### src/rtl/id_stage.sv
// Instruction decode stage: splits a 36-bit instruction into opcode, register
// addresses and raw immediate, buffered by a two-entry skid register.
module id_stage #(
  parameter int INSTR_WIDTH    = 36,
  parameter int PC_WIDTH       = 16,
  parameter int OPCODE_WIDTH   = 6,
  parameter int REG_ADDR_WIDTH = 4,
  parameter int SELECT_WIDTH   = 2,
  parameter int IMM_MAX_WIDTH  = 14
) (
  input  logic                      i_clk,
  input  logic                      i_rst_n,
  input  logic [INSTR_WIDTH-1:0]    i_instr,
  input  logic [PC_WIDTH-1:0]       i_pc,
  input  logic                      i_valid,
  output logic                      o_ready,
  input  logic                      i_flush,
  output logic                      o_valid,
  input  logic                      i_ready,
  output logic [OPCODE_WIDTH-1:0]   o_opcode,
  output logic [REG_ADDR_WIDTH-1:0] o_rd,
  output logic [REG_ADDR_WIDTH-1:0] o_rs1,
  output logic [REG_ADDR_WIDTH-1:0] o_rs2,
  output logic [IMM_MAX_WIDTH-1:0]  o_immRaw,
  output logic [SELECT_WIDTH-1:0]   o_immSel,
  output logic [PC_WIDTH-1:0]       o_pc,
  output logic                      o_illegal
);

  localparam int RD_MSB  = INSTR_WIDTH - OPCODE_WIDTH - 1;
  localparam int RS1_MSB = RD_MSB - REG_ADDR_WIDTH;
  localparam int RS2_MSB = RS1_MSB - REG_ADDR_WIDTH;
  localparam int GAP_MSB = RS2_MSB - REG_ADDR_WIDTH;

  localparam logic [SELECT_WIDTH-1:0] SEL_NONE = 2'b00;
  localparam logic [SELECT_WIDTH-1:0] SEL_I    = 2'b01;
  localparam logic [SELECT_WIDTH-1:0] SEL_J    = 2'b10;

  typedef enum logic [1:0] {EMPTY, ONE, TWO} state_t;

  typedef struct packed {
    logic [OPCODE_WIDTH-1:0]   opcode;
    logic [REG_ADDR_WIDTH-1:0] rd;
    logic [REG_ADDR_WIDTH-1:0] rs1;
    logic [REG_ADDR_WIDTH-1:0] rs2;
    logic [IMM_MAX_WIDTH-1:0]  imm_raw;
    logic [SELECT_WIDTH-1:0]   imm_sel;
    logic [PC_WIDTH-1:0]       pc;
    logic                      illegal;
  } beat_t;

  state_t state, state_next;
  beat_t  out_q, skid_q, dec;
  logic   ready_q;
  logic   accept, emit;

  // Bits between rs2 and the J immediate carry no field.
  logic   unused_gap;
  assign unused_gap = ^i_instr[GAP_MSB:IMM_MAX_WIDTH];

  always_comb begin
    // NOTE: default every field first so no path leaves a latch behind.
    dec         = '0;
    dec.opcode  = i_instr[INSTR_WIDTH-1 -: OPCODE_WIDTH];
    dec.rd      = i_instr[RD_MSB -: REG_ADDR_WIDTH];
    dec.rs1     = i_instr[RS1_MSB -: REG_ADDR_WIDTH];
    dec.rs2     = i_instr[RS2_MSB -: REG_ADDR_WIDTH];
    dec.pc      = i_pc;
    unique case (dec.opcode[OPCODE_WIDTH-1 -: 2])
      2'b00: dec.imm_sel = SEL_NONE;
      2'b01: begin
        dec.imm_sel = SEL_I;
        dec.imm_raw = IMM_MAX_WIDTH'(i_instr[7:0]);
      end
      2'b10: begin
        dec.imm_sel = SEL_J;
        dec.imm_raw = i_instr[IMM_MAX_WIDTH-1:0];
      end
      default: dec.illegal = 1'b1;
    endcase
  end

  assign accept = i_valid && ready_q;
  assign emit   = (state != EMPTY) && i_ready;

  always_comb begin
    state_next = state;
    if (i_flush) begin
      state_next = EMPTY;
    end else begin
      unique case (state)
        EMPTY:   if (accept) state_next = ONE;
        ONE: begin
          if (accept && !emit)      state_next = TWO;
          else if (!accept && emit) state_next = EMPTY;
        end
        TWO:     if (emit) state_next = ONE;
        default: state_next = EMPTY;
      endcase
    end
  end

  // NOTE: sequential state uses non-blocking assignments so every register
  // samples pre-edge values; data registers are reset so outputs start at 0.
  always_ff @(posedge i_clk or negedge i_rst_n) begin
    if (!i_rst_n) begin
      state   <= EMPTY;
      ready_q <= 1'b1;
      out_q   <= '0;
      skid_q  <= '0;
    end else begin
      state   <= state_next;
      ready_q <= (state_next != TWO);
      if (!i_flush) begin
        unique case (state)
          EMPTY: if (accept) out_q <= dec;
          ONE: begin
            if (accept && emit)  out_q  <= dec;
            if (accept && !emit) skid_q <= dec;
          end
          TWO:     if (emit) out_q <= skid_q;
          default: ;
        endcase
      end
    end
  end

  assign o_ready   = ready_q;
  assign o_valid   = (state != EMPTY);
  assign o_opcode  = out_q.opcode;
  assign o_rd      = out_q.rd;
  assign o_rs1     = out_q.rs1;
  assign o_rs2     = out_q.rs2;
  assign o_immRaw  = out_q.imm_raw;
  assign o_immSel  = out_q.imm_sel;
  assign o_pc      = out_q.pc;
  assign o_illegal = out_q.illegal;

endmodule

### config.mk
export PLATFORM = sky130hd
export DESIGN_NAME = id_stage
export DESIGN_NICKNAME = d
export VERILOG_FILES = /design/src/rtl/id_stage.sv
export SDC_FILE = /design/constraint.sdc
export NUM_CORES = 1
export LEC_CHECK = 0
export ABC_CLOCK_PERIOD_IN_PS = 2700
export CAP_MARGIN = 20
export CORE_MARGIN = 4
export CORE_UTILIZATION = 50
export CTS_CLUSTER_SIZE = 40
export DETAILED_ROUTE_END_ITERATION = 12
export PLACE_DENSITY = 0.8
export SETUP_SLACK_MARGIN = 0.2
export SLEW_MARGIN = 20
export SYNTH_ARGS = -nofsm -noshare
export SYNTH_HDL_FRONTEND = slang
export SYNTH_SLANG_ARGS = --single-unit
### constraint.sdc
create_clock -name i_clk -period 2.7 [get_ports i_clk]
set_clock_uncertainty 0.2 [all_clocks]
set_input_delay 0.54 -clock i_clk [delete_from_list [all_inputs] [get_ports i_clk]]
set_output_delay 0.54 -clock i_clk [all_outputs]
set_load 0.01 [all_outputs]
# After elaboration in Yosys (flattened, before gate mapping)
# Cells that the tools add are included.
[word_totals] ramBits=0 register_bits=105 mem_bits_ro=0 elab_cells=54 out_inout_bits=53 latch_bits=0 inputBits=57 mem_count=0
[op_classes] eq_ne=8 div=0 order_cmp=0 shift=0 n_mux=13 multipliers=0 n_reduce_logical=14 bitwise_logic=1 n_addsub=0
[op_table] op="$mux W51" n=3
[op_table] op="$pmux W51 S3" n=1
[op_table] op="$pmux W14 S2" n=1
[op_table] op="$mux W2" n=5
[op_table] op="$ne A2 B2 Y1 const B" n=4
[op_table] op="$pmux W2 S3" n=1
[op_table] op="$logic_and A1 B1 Y1" n=5
[op_table] op="$reduce_and A5 Y1" n=1
[op_table] op="$eq A2 B1 Y1 const B" n=2
[op_table] op="$eq A2 B2 Y1 const B" n=2
[op_table] op="$logic_not A2 Y1" n=2
[op_table] op="$pmux W2 S2" n=1
[op_table] op="$reduce_and A3 Y1" n=1
[op_table] op="$reduce_bool A3 Y1" n=1
[op_table] op="$reduce_or A3 Y1" n=1
[op_table] op="$logic_not A1 Y1" n=2
[op_table] op="$reduce_bool A2 Y1" n=1
[op_table] op="$mux W1" n=1
[op_table] op="$not A1 Y1" n=1

# Depth between registers and ports, before layout
[logic_depth] depth_word=8 mapped_depth=7 depth_no_buf=6

# Least setup slack after synthesis
# Ideal clock, no wire load.
[synth_timing] path_type="input-to-reg" startpoint="in i_instr[34]" endpoint="reg out_q, in the netlist o_immRaw[6]" path_buffers=1 setup_time_ps=82 path_stages=6 slack_ps=658 arrival_ps=1760 t_required_ps=2418 path_cell_list="inv_1 ha_1 nor2_1 clkbuf_1 nand3_1 a31oi_1"
[synth_between] elab_chain_cells=4 word_cells_on_any_way=6 cone_classes="eq/ne: 2; mux: 4"
[synth_rtl] element="start, declared" line="13" text="input logic [INSTR_WIDTH-1:0] i_instr,"
[synth_rtl] element="$eq A2 B2 Y1 / $eq A2 B1 Y1 (equally long branches)" line="69" text="unique case (dec.opcode[OPCODE_WIDTH-1 -: 2])"
[synth_rtl] element="$pmux W14 S2 *" line="69"
[synth_rtl] element="$mux W51, on equally long branches" line="118, 116"
[synth_rtl] element="$pmux W51 S3 *" line="115" text="unique case (state)"
[synth_rtl] element="end signal, assigned" line="121" text="TWO: if (emit) out_q <= skid_q;"
[synth_rtl] element="end, declared" line="53" text="beat_t out_q, skid_q, dec;"
# Every way passes the cells marked *; elsewhere a longest branch is shown, timed or not. The select of a mux whose other input is x is not followed.
# A chain may end at the register's enable or synchronous reset.

# Worst setup path after layout
[layout_timing] startpoint="reg state[1]" endpoint="out o_valid"
[layout_between] elab_chain_cells=1
[layout_rtl] element="start, declared" line="52" text="state_t state, state_next;"
[layout_rtl] element="start signal, assigned" line="112" text="state <= state_next;"
[layout_rtl] element="$reduce_bool A2 Y1" line="129" text="assign o_valid = (state != EMPTY);"
[layout_rtl] element="end, declared" line="18" text="output logic o_valid,"
# No other way between the ends.

==> results.py <==
metrics = {
    "setup_path": {
        "crit_path_cell_trace": "or2_2, clkdlybuf4s50_1",
        "r2r-end": "o_rs1[0]",
        "path_max_fanout": 7,
        "crit_start": "state[1]",
        "r2r_cells": 5,
        "endpoint_kind": "output pin",
        "reg2reg_from": "o_ready",
        "cp.arrival_ns": 1.64,
        "critical-path-max-stage-delay_ns": 0.48,
        "startpoint_type": "register",
        "required_ns": 1.96,
        "cpMaxStageDelayCell": "dfrtp_1",
        "rrSetupSlack_ns": 0.70,
        "crit_type": "reg2out",
    },
    "power_and_ir_drop": {
        "clkPwrFrac": 0.217,
        "power_frac_seq": 0.517,
        "p_sw_frac": 0.280,
        "p_leak_nw": 2.74,
        "power_density_nw_per_um2": 677,
        "p_switching_mw": 1.14,
        "combPwrFrac": 0.265,
        "p_int_mw": 2.94,
        "irDropWorstVdd_v": 0.000318,
    },
    "sta": {
        "tns_ns": 0,
        "fin_ws_ns": 0.322,
        "finalMaxSlewViolations": 0,
        "setup_viol": 0,
        "slew_headroom": 0.576,
        "min_period_ns": 2.38,
        "rsz0062_at_grt": "no",
        "worst_pin_slew_ns": 0.637,
        "fin_crit_sh": 0.881,
        "fmax_ghz": 0.420,
        "hold_viol": 0,
    },
    "run": {
        "maxCapViolCount": 0,
    },
    "clock_tree": {
        "root_buffer": "clkbuf_8",
        "numCtsBuffers": 9,
        "numClockSinks": 105,
        "clkLatencyLatePin_ns": 0.36,
        "clockBufferDepth": 2,
        "path_clk_slew_ns": 0.10,
        "cts_tree": "built",
        "post-cts-setup-buffer-count": 0,
        "ctsHtreeMaxLevel": 3,
    },
    "detailed_routing": {
        "post_drt_wl_per_cell_um": 16.5,
        "dr.pass1.iters": 4,
        "wl_um": 10700,
        "drtAntennaViolNets": 0,
        "post-route-drc-count": 0,
        "vias_per_cell": 5.40,
        "vias": 3492,
        "drt_iter0_drc": 175,
    },
    "worst_hold_path": {
        "holdCritStartpoint": "skid_q[49]",
        "hp-class": "reg2reg",
        "min_to": "skid_q[49]",
        "hold_path_depth": 2,
    },
    "final_layout": {
        "drive_gt1_frac": 0.135,
        "multiInputGateArea_um2": 1880,
        "final_cell_mix": "nand2_1, clkdlybuf4s50_1, dfrtp_1, nor2_1, a31oi_1",
        "seq_area_um2": 2630,
        "fillers": 701,
        "final_common_cell": "nand2_1",
        "area_growth_pct": 29.1,
        "nets": 596,
        "insertedDiodeCount": 0,
        "final_core_util": 0.676,
        "instances_no_fill": 647,
    },
    "global_route": {
        "overflow": 0,
        "first_global_vias": 3681,
        "grt_usage": 0.201,
        "antenna_found_initial": 0,
        "grt_pass1_wl_um": 18000,
        "grt_max_degree": 69,
    },
    "logic_synthesis": {
        "synth_seq_cells": 105,
        "syn_avg_cell_area_um2": 10.6,
        "ys_types": 26,
        "ys_seq_area_frac": 0.564,
        "syn_nets": 500,
        "synthCells": 438,
        "synth_warnings": 0,
        "synthesis.area_um2": 4660,
    },
    "floorplan": {
        "coreArea_um2": 8890,
        "rows": 34,
        "die_area_um2": 10900,
        "start_util": 0.524,
        "die_h_um": 105,
        "die_w_um": 105,
        "ios": 110,
    },
    "placed_design": {
        "pre_cts_slack_ns": 0.188,
        "io_buffers": 105,
        "routabilityCongestion": 0.761,
        "place_hpwl_um": 7000,
        "dp_cells": 630,
    },
    "run_status": {
        "status": "complete, no violations",
    },
}
what timing repair did:
item                                   4_1_cts  5_1_grt
gates resized for setup                      0        0
setup endpoints to repair                    0        0
endpoints found under the hold margin        2        0
hold buffers                                 1        0
how the worst max path moves through the flow:
stage	end	slack (ns)	cells after the start
after CTS	o_valid	0.31	2
after detailed placement	o_rs1[0]	0.19	6
final	o_valid	0.32	2
after global routing	o_valid	0.27	2
after global placement	o_pc[10]	0.28	6
after floorplan	o_immRaw[6]	0.66	6
per-stage QoR:
step                      hold slack (ns)  power [mW]  instance area (um2)
final                               0.287        4.07                 6010
after global placement              0.262        3.17                 5830
after detailed placement            0.270        3.22                 5830
after floorplan                    0.0444        2.65                 4660
after global routing                0.321        4.30                 6010
after CTS                           0.291        4.12                 6010
cells in the mapped netlist:
library cell,n,share of area
inv_1,3,0.0024
nand2b_1,1,0.0013
nor2_1,54,0.044
buf_4,1,0.0016
ha_1,5,0.013
or2_2,1,0.0013
xor2_1,1,0.0019
and3b_1,6,0.011
nand4bb_1,1,0.0024
dfstp_2,1,0.0056
nand2_1,113,0.091
mux2_4,40,0.13
buf_6,4,0.0097
or3_1,1,0.0013
nor2b_1,2,0.0027
a211o_1,1,0.0019
mux2_2,1,0.0024
nand4b_1,1,0.0019
a2bb2oi_1,1,0.0019
buf_2,9,0.0097
clkbuf_1,17,0.014
a31oi_1,51,0.068
o41ai_2,1,0.0035
nand3_1,8,0.0086
o21ai_0,10,0.011
dfrtp_1,104,0.56
power by group through the flow:
| stage | sequential (mW) | clock [mW] | combinational (mW) |
|---|---|---|---|
| floorplan | 2.16 | 0 | 0.487 |
| global placement | 2.11 | 0 | 1.06 |
| detailed placement | 2.14 | 0 | 1.09 |
| CTS | 2.11 | 0.910 | 1.10 |
| global route | 2.16 | 0.973 | 1.17 |
| finish | 2.11 | 0.885 | 1.08 |
cell type report:
class / count / area share
timing repair buffer: 116 / 0.197
clock inverter: 5 / 0.00520
inverter: 3 / 0.00187
sequential: 105 / 0.437
clock buffer: 11 / 0.0235
tap: 108 / 0.0225
multi-input combinational: 299 / 0.313
flip-flops by register name, summed over array words and instances, names as in the netlist:
signal / cells
o_rs1: 4
o_rs2: 4
o_rd: 4
o_opcode: 6
o_immRaw: 14
skid_q: 51
o_pc: 16
o_ready: 1
state: 2
o_immSel: 2
o_illegal: 1
routing by layer:
metal  global-route usage  vias to the layer above  wire (um)
li1                     -                     1664          -
met1                0.260                     1723       4580
met2                0.342                       95       5440
met3               0.0472                       10        556
met4               0.0541                        0        109
met5                    0                        -          0
cell families (layout without fill, tap and decap cells):
logic type	after synthesis	after routing	synth area share
DFF	105	105	0.564
buffers and inverters	34	135	0.0371
muxes	41	41	0.131
AOI/OAI and AO/OA	64	64	0.0865
and+or+nand+nor	188	188	0.165
adders and majority gates	5	5	0.0134
xor gates and xnor gates	1	1	0.00188
worst max-delay path: cells and delay by family, from the launching register on:
| kind | cells | cell delay, ns |
|---|---|---|
| DFF | 1 | 0.48 |
| buffers and inverters | 1 | 0.48 |
| and+or+nand+nor | 1 | 0.32 |
No activity file was read; power rests on OpenSTA's default activity.
